--- src/rtl/gba_bw_frame_streamer.sv ---
// rtl/gba_bw_frame_streamer.sv - streams 1bpp image banks out as RGB565 pixels
// One byte is fetched per FETCH/WAIT pair and then expanded MSB-first over eight EMIT handshakes.

module gba_bw_frame_streamer #(
    parameter int          NUM_BANKS   = 4,
    parameter int          ADDR_W      = 9,
    parameter int          FRAME_BYTES = 1600,
    parameter logic [15:0] ONE_COLOR   = 16'hFFFF,
    parameter logic [15:0] ZERO_COLOR  = 16'h0000
) (
    input  logic                   clk,
    input  logic                   rst,
    input  logic                   start_i,
    output logic                   busy_o,
    output logic                   done_o,
    output logic [NUM_BANKS-1:0]   rd_en_o,
    output logic [ADDR_W-1:0]      rd_addr_o,
    input  logic [8*NUM_BANKS-1:0] rd_data_i,
    input  logic [NUM_BANKS-1:0]   rd_valid_i,
    output logic [15:0]            pix_data_o,
    output logic                   pix_valid_o,
    input  logic                   pix_ready_i
);

    localparam int BANK_W = (NUM_BANKS > 1) ? $clog2(NUM_BANKS) : 1;
    localparam int CNT_W  = BANK_W + ADDR_W;
    localparam logic [CNT_W-1:0] LAST_BYTE = CNT_W'(FRAME_BYTES - 1);

    typedef enum logic [2:0] {S_IDLE, S_FETCH, S_WAIT, S_EMIT, S_DONE} state_t;

    state_t                 state_q;
    logic [CNT_W-1:0]       b_q;
    logic [CNT_W-1:0]       b_d;
    logic [BANK_W-1:0]      bank_cur;
    logic [BANK_W-1:0]      bank_nxt;
    logic [7:0]             rd_byte;
    logic [7:0]             shreg_q;
    logic [2:0]             idx_q;
    logic                   busy_q;
    logic                   done_q;
    logic [NUM_BANKS-1:0]   rd_en_q;
    logic [ADDR_W-1:0]      rd_addr_q;
    logic [15:0]            pix_data_q;
    logic                   pix_valid_q;

    assign b_d      = b_q + CNT_W'(1);
    assign bank_cur = b_q[CNT_W-1:ADDR_W];
    assign bank_nxt = b_d[CNT_W-1:ADDR_W];
    assign rd_byte  = rd_data_i[8*bank_cur +: 8];

    function automatic logic [15:0] color(input logic bit_v);
        return bit_v ? ONE_COLOR : ZERO_COLOR;
    endfunction

    always_ff @(posedge clk or posedge rst) begin
        if (rst) begin
            state_q     <= S_IDLE;
            b_q         <= '0;
            shreg_q     <= '0;
            idx_q       <= '0;
            busy_q      <= 1'b0;
            done_q      <= 1'b0;
            rd_en_q     <= '0;
            rd_addr_q   <= '0;
            pix_data_q  <= '0;
            pix_valid_q <= 1'b0;
        end else begin
            case (state_q)
                S_IDLE: begin
                    done_q <= 1'b0;
                    if (start_i) begin
                        busy_q    <= 1'b1;
                        b_q       <= '0;
                        rd_en_q   <= NUM_BANKS'(1);
                        rd_addr_q <= '0;
                        state_q   <= S_FETCH;
                    end
                end
                S_FETCH: begin
                    rd_en_q <= '0;
                    state_q <= S_WAIT;
                end
                S_WAIT: begin
                    // Only the bank being read may release the wait.
                    if (rd_valid_i[bank_cur]) begin
                        shreg_q     <= rd_byte;
                        idx_q       <= 3'd7;
                        pix_data_q  <= color(rd_byte[7]);
                        pix_valid_q <= 1'b1;
                        state_q     <= S_EMIT;
                    end
                end
                S_EMIT: begin
                    if (pix_ready_i) begin
                        shreg_q <= shreg_q << 1;
                        if (idx_q == 3'd0) begin
                            pix_valid_q <= 1'b0;
                            if (b_q == LAST_BYTE) begin
                                done_q  <= 1'b1;
                                state_q <= S_DONE;
                            end else begin
                                b_q       <= b_d;
                                rd_en_q   <= NUM_BANKS'(1) << bank_nxt;
                                rd_addr_q <= b_d[ADDR_W-1:0];
                                state_q   <= S_FETCH;
                            end
                        end else begin
                            idx_q      <= idx_q - 3'd1;
                            pix_data_q <= color(shreg_q[6]);
                        end
                    end
                end
                S_DONE: begin
                    done_q  <= 1'b0;
                    busy_q  <= 1'b0;
                    state_q <= S_IDLE;
                end
                default: state_q <= S_IDLE;
            endcase
        end
    end

    assign busy_o      = busy_q;
    assign done_o      = done_q;
    assign rd_en_o     = rd_en_q;
    assign rd_addr_o   = rd_addr_q;
    assign pix_data_o  = pix_data_q;
    assign pix_valid_o = pix_valid_q;

endmodule

--- config.mk ---
export PLATFORM = sky130hd
export DESIGN_NAME = gba_bw_frame_streamer
export DESIGN_NICKNAME = d
export VERILOG_FILES = /design/src/rtl/gba_bw_frame_streamer.sv
export SDC_FILE = /design/constraint.sdc
export NUM_CORES = 1
export LEC_CHECK = 0
export BUFFER_PORTS_ARGS = -buffer_cell sky130_fd_sc_hd__buf_2
export CORE_UTILIZATION = 30
export DETAILED_ROUTE_END_ITERATION = 16
export SYNTH_ARGS = -nofsm -noshare
export SYNTH_HDL_FRONTEND = slang
export SYNTH_SLANG_ARGS = --single-unit
--- constraint.sdc ---
create_clock -name clk -period 1.61 [get_ports clk]
set_input_delay 0.4025 -clock clk [delete_from_list [all_inputs] [get_ports clk]]
set_output_delay 0.4025 -clock clk [all_outputs]
set_load 0.02 [all_outputs]
==> qor.yml <==
hold_path:
  hp-class: "in2async"
cts:
  cts_hold_buf: 0
  clk-insertion-delay-late_ns: 0.28
  htreeDepth: 2
  cts_buffers: 5
  cts_sinks: 32
  clock_path_buffers: 2
  cts-root-buf: "clkbuf_8"
  cts_tree: "yes"
  clk_pin_slew_ns: 0.07
synth:
  syn_nets: 270
  ys_warn_count: 0
  yosysTopAreaCell: "dfrtp_1"
  synth_area_per_cell_sq_um: 9.365
  synthDominantCellAreaShare_pct: 37.67
  syn_area_sq_um: 2126
  yosysSeqAreaShare_pct: 37.67
  synth-edff-count: 0
  ys.flop_type: "dfrtp_1"
  yosysMostFrequentCell: "dfrtp_1"
  syn_inst: 227
  ys_top_cells_by_count: "32 x dfrtp_1, 30 x nand2_1, 24 x buf_4"
  async_reset_ff_share_pct: 100.0
  ys_types: 43
  synth.area.top_cells: "dfrtp_1 38%, mux4_2 9.5%, buf_4 8.5%, nand2_1 5.3%, a31oi_1 3.5%"
  synth_seq_cells: 32
sta:
  fmax_mhz: 599.2
  period_needed_ns: 1.669
  layout_setup_ws_ns: -0.05899
  post-route-period-util_pct: 103.7
  setup_viol: 5
  rsz0062_at_grt: "yes"
  hold_viol_final: 0
  tightest_slew_ns: 0.4261
  hold-worst-slack_ns: 0.2039
  slew_headroom_pct: 71.60
  clock-skew-final_ns: 0.008716
  slew_violations: 0
  tns_ns: -0.1452
grt:
  grt_pass1_vias: 1951
  antenna_found_initial: 0
  grt_usage_pct: 15.15
  grt_overflow: 0
  grt_pass1_wl_um: 8783
  grt_max_degree: 33
routing:
  post_drt_wl_per_cell_um: 14.24
  via_count: 2049
  routed_wirelength_um: 5838
  drc: 0
  vias_per_cell: 4.998
  drtAntennaViolNets: 0
  drtIter0Drc: 92
  firstDrtPassIters: 4
final_layout:
  multi_input_area_sq_um: 1224
  n_antenna_cell: 0
  areaGrowthSynthToFinish_pct: 39.67
  post-route-util_pct: 43.46
  drive_gt1_share_pct: 54.14
  fill_cells: 692
  fin_nets: 356
  regArea_sq_um: 802.0
floorplan:
  die_y_um: 86.18
  start_util_pct: 31.12
  die_width_um: 86.18
  ios: 72
  rows: 30
  fp.coreArea_sq_um: 6832
  dieArea_sq_um: 7427
place:
  gp_congestion: 0.8159
  place_ws_ns: -0.1385
  portBuffers: 71
  dp_hpwl_um: 4190
outcome:
  violations: "setup timing"
  outcome: "finished, violations left"
power_and_ir_drop:
  ir_drop_uv: 699.9
  power.total_mw: 4.142
  p_leak_nw: 1.409
  power.density_nw_per_um2: 1395
worst_setup_path:
  critPathLaunchType: "register"
  worst-path-max-fanout: 3
  crit_type: "reg2reg"
  critPathArrivalTime_ns: 1.84
  crit_required_ns: 1.78
  critPathCaptureType: "register"
job:
  cap_viol_max_count: 0
-- cells by family after synthesis --
logic type                 synth area share [%]
DFF                                       37.67
adders and majority gates                 1.766
buffers and inverters                     12.95
and+or+nand+nor                           19.48
AOI/OAI and AO/OA                         16.36
xor gates and xnor gates                  1.236
muxes                                     10.54
-- path summary, 6_finish.rpt --
path	start	to	slack [ns]	cells after the start
setup / recovery	idx_q[0]	rd_en_o[1]	-0.06	6
hold / removal	rst	shreg_q[5]	0.20	3
setup reg to reg	idx_q[0]	rd_en_o[1]	-0.06	6
hold reg to reg	rd_en_o[0]	rd_en_o[0]	0.51	1
max in group asynchronous	rst	b_q[9]	1.08	3
min in group clk	start_i	busy_o	0.41	3
-- sequential cells by signal, summed over array words and instances, names as in the netlist --
signal       cells
done_o           1
busy_o           1
pix_data_o       1
idx_q            3
state_q          3
pix_valid_o      1
b_q             11
shreg_q          7
rd_en_o          4
-- placed cells by master (no fill, tap or decap), types with 2 or more instances in the layout --
cell type	n
a31oi_1	12
nand3b_1	2
o22a_1	2
o32ai_2	2
a21oi_4	2
a21o_1	2
nor3_1	2
o21ai_2	2
inv_1	6
nand3_1	2
buf_2	71
nand2b_1	2
and4_4	2
mux4_2	9
nand3_2	2
and3_4	2
o31ai_1	2
buf_4	38
nor2_2	2
nand2_1	24
clkbuf_8	5
nor2_4	2
buf_6	4
a21oi_1	11
and3_1	4
dfrtp_1	31
a21oi_2	3
nand4_1	2
o21ai_1	6
xor2_1	2
o21ai_0	3
nand2_4	2
nor2_1	16
inv_2	2
nand2_2	5
nor2b_1	3
-- through the flow --
| stage | instance area, sq um | cells |
|---|---|---|
| finish | 2969 | 410 |
| global route | 2969 | 410 |
| CTS | 2830 | 406 |
| detailed placement | 2636 | 396 |
| global placement | 2636 | 396 |
| floorplan | 2135 | 227 |
-- where the power goes --
group	leakage, nW	switching (mW)	total (mW)	internal [mW]
Sequential	0.395	0.155	1.15	0.993
Combinational	0.959	1.32	2.23	0.914
Clock	0.0552	0.300	0.759	0.459
Total	1.41	1.78	4.14	2.37
-- cell type report --
| cell class | instances | share of cell area (%) |
|---|---|---|
| clock buffers | 6 | 2.444 |
| clock inverters | 2 | 1.180 |
| inverters | 8 | 1.011 |
| multi-input cells | 153 | 41.21 |
| flip-flops and latches | 32 | 27.01 |
| well taps | 96 | 4.046 |
| repair buffers | 113 | 23.09 |
-- metal layers --
layer	vias to the layer above	part of all wire [%]	GRT usage, %
met4	0	0.39	3.333
met3	4	4.8	3.143
li1	963	-	-
met2	71	50	26.62
met1	1011	44	19.19
met5	-	0	0
-- timing repair --
action	4_1_cts	5_1_grt
endpoints found under the setup margin	28	26
pin swaps	3	17
gates resized for setup	19	34
setup buffers	3	3
gates cloned	0	1
-- critical path, stage by stage (launching register included) --
cell      delay, ns
dfrtp_1        0.38
inv_2          0.08
ha_4           0.13
nand3b_1       0.20
a21oi_4        0.23
and3_4         0.23
mux2_4         0.30
No activity file was read; power rests on OpenSTA's default activity.
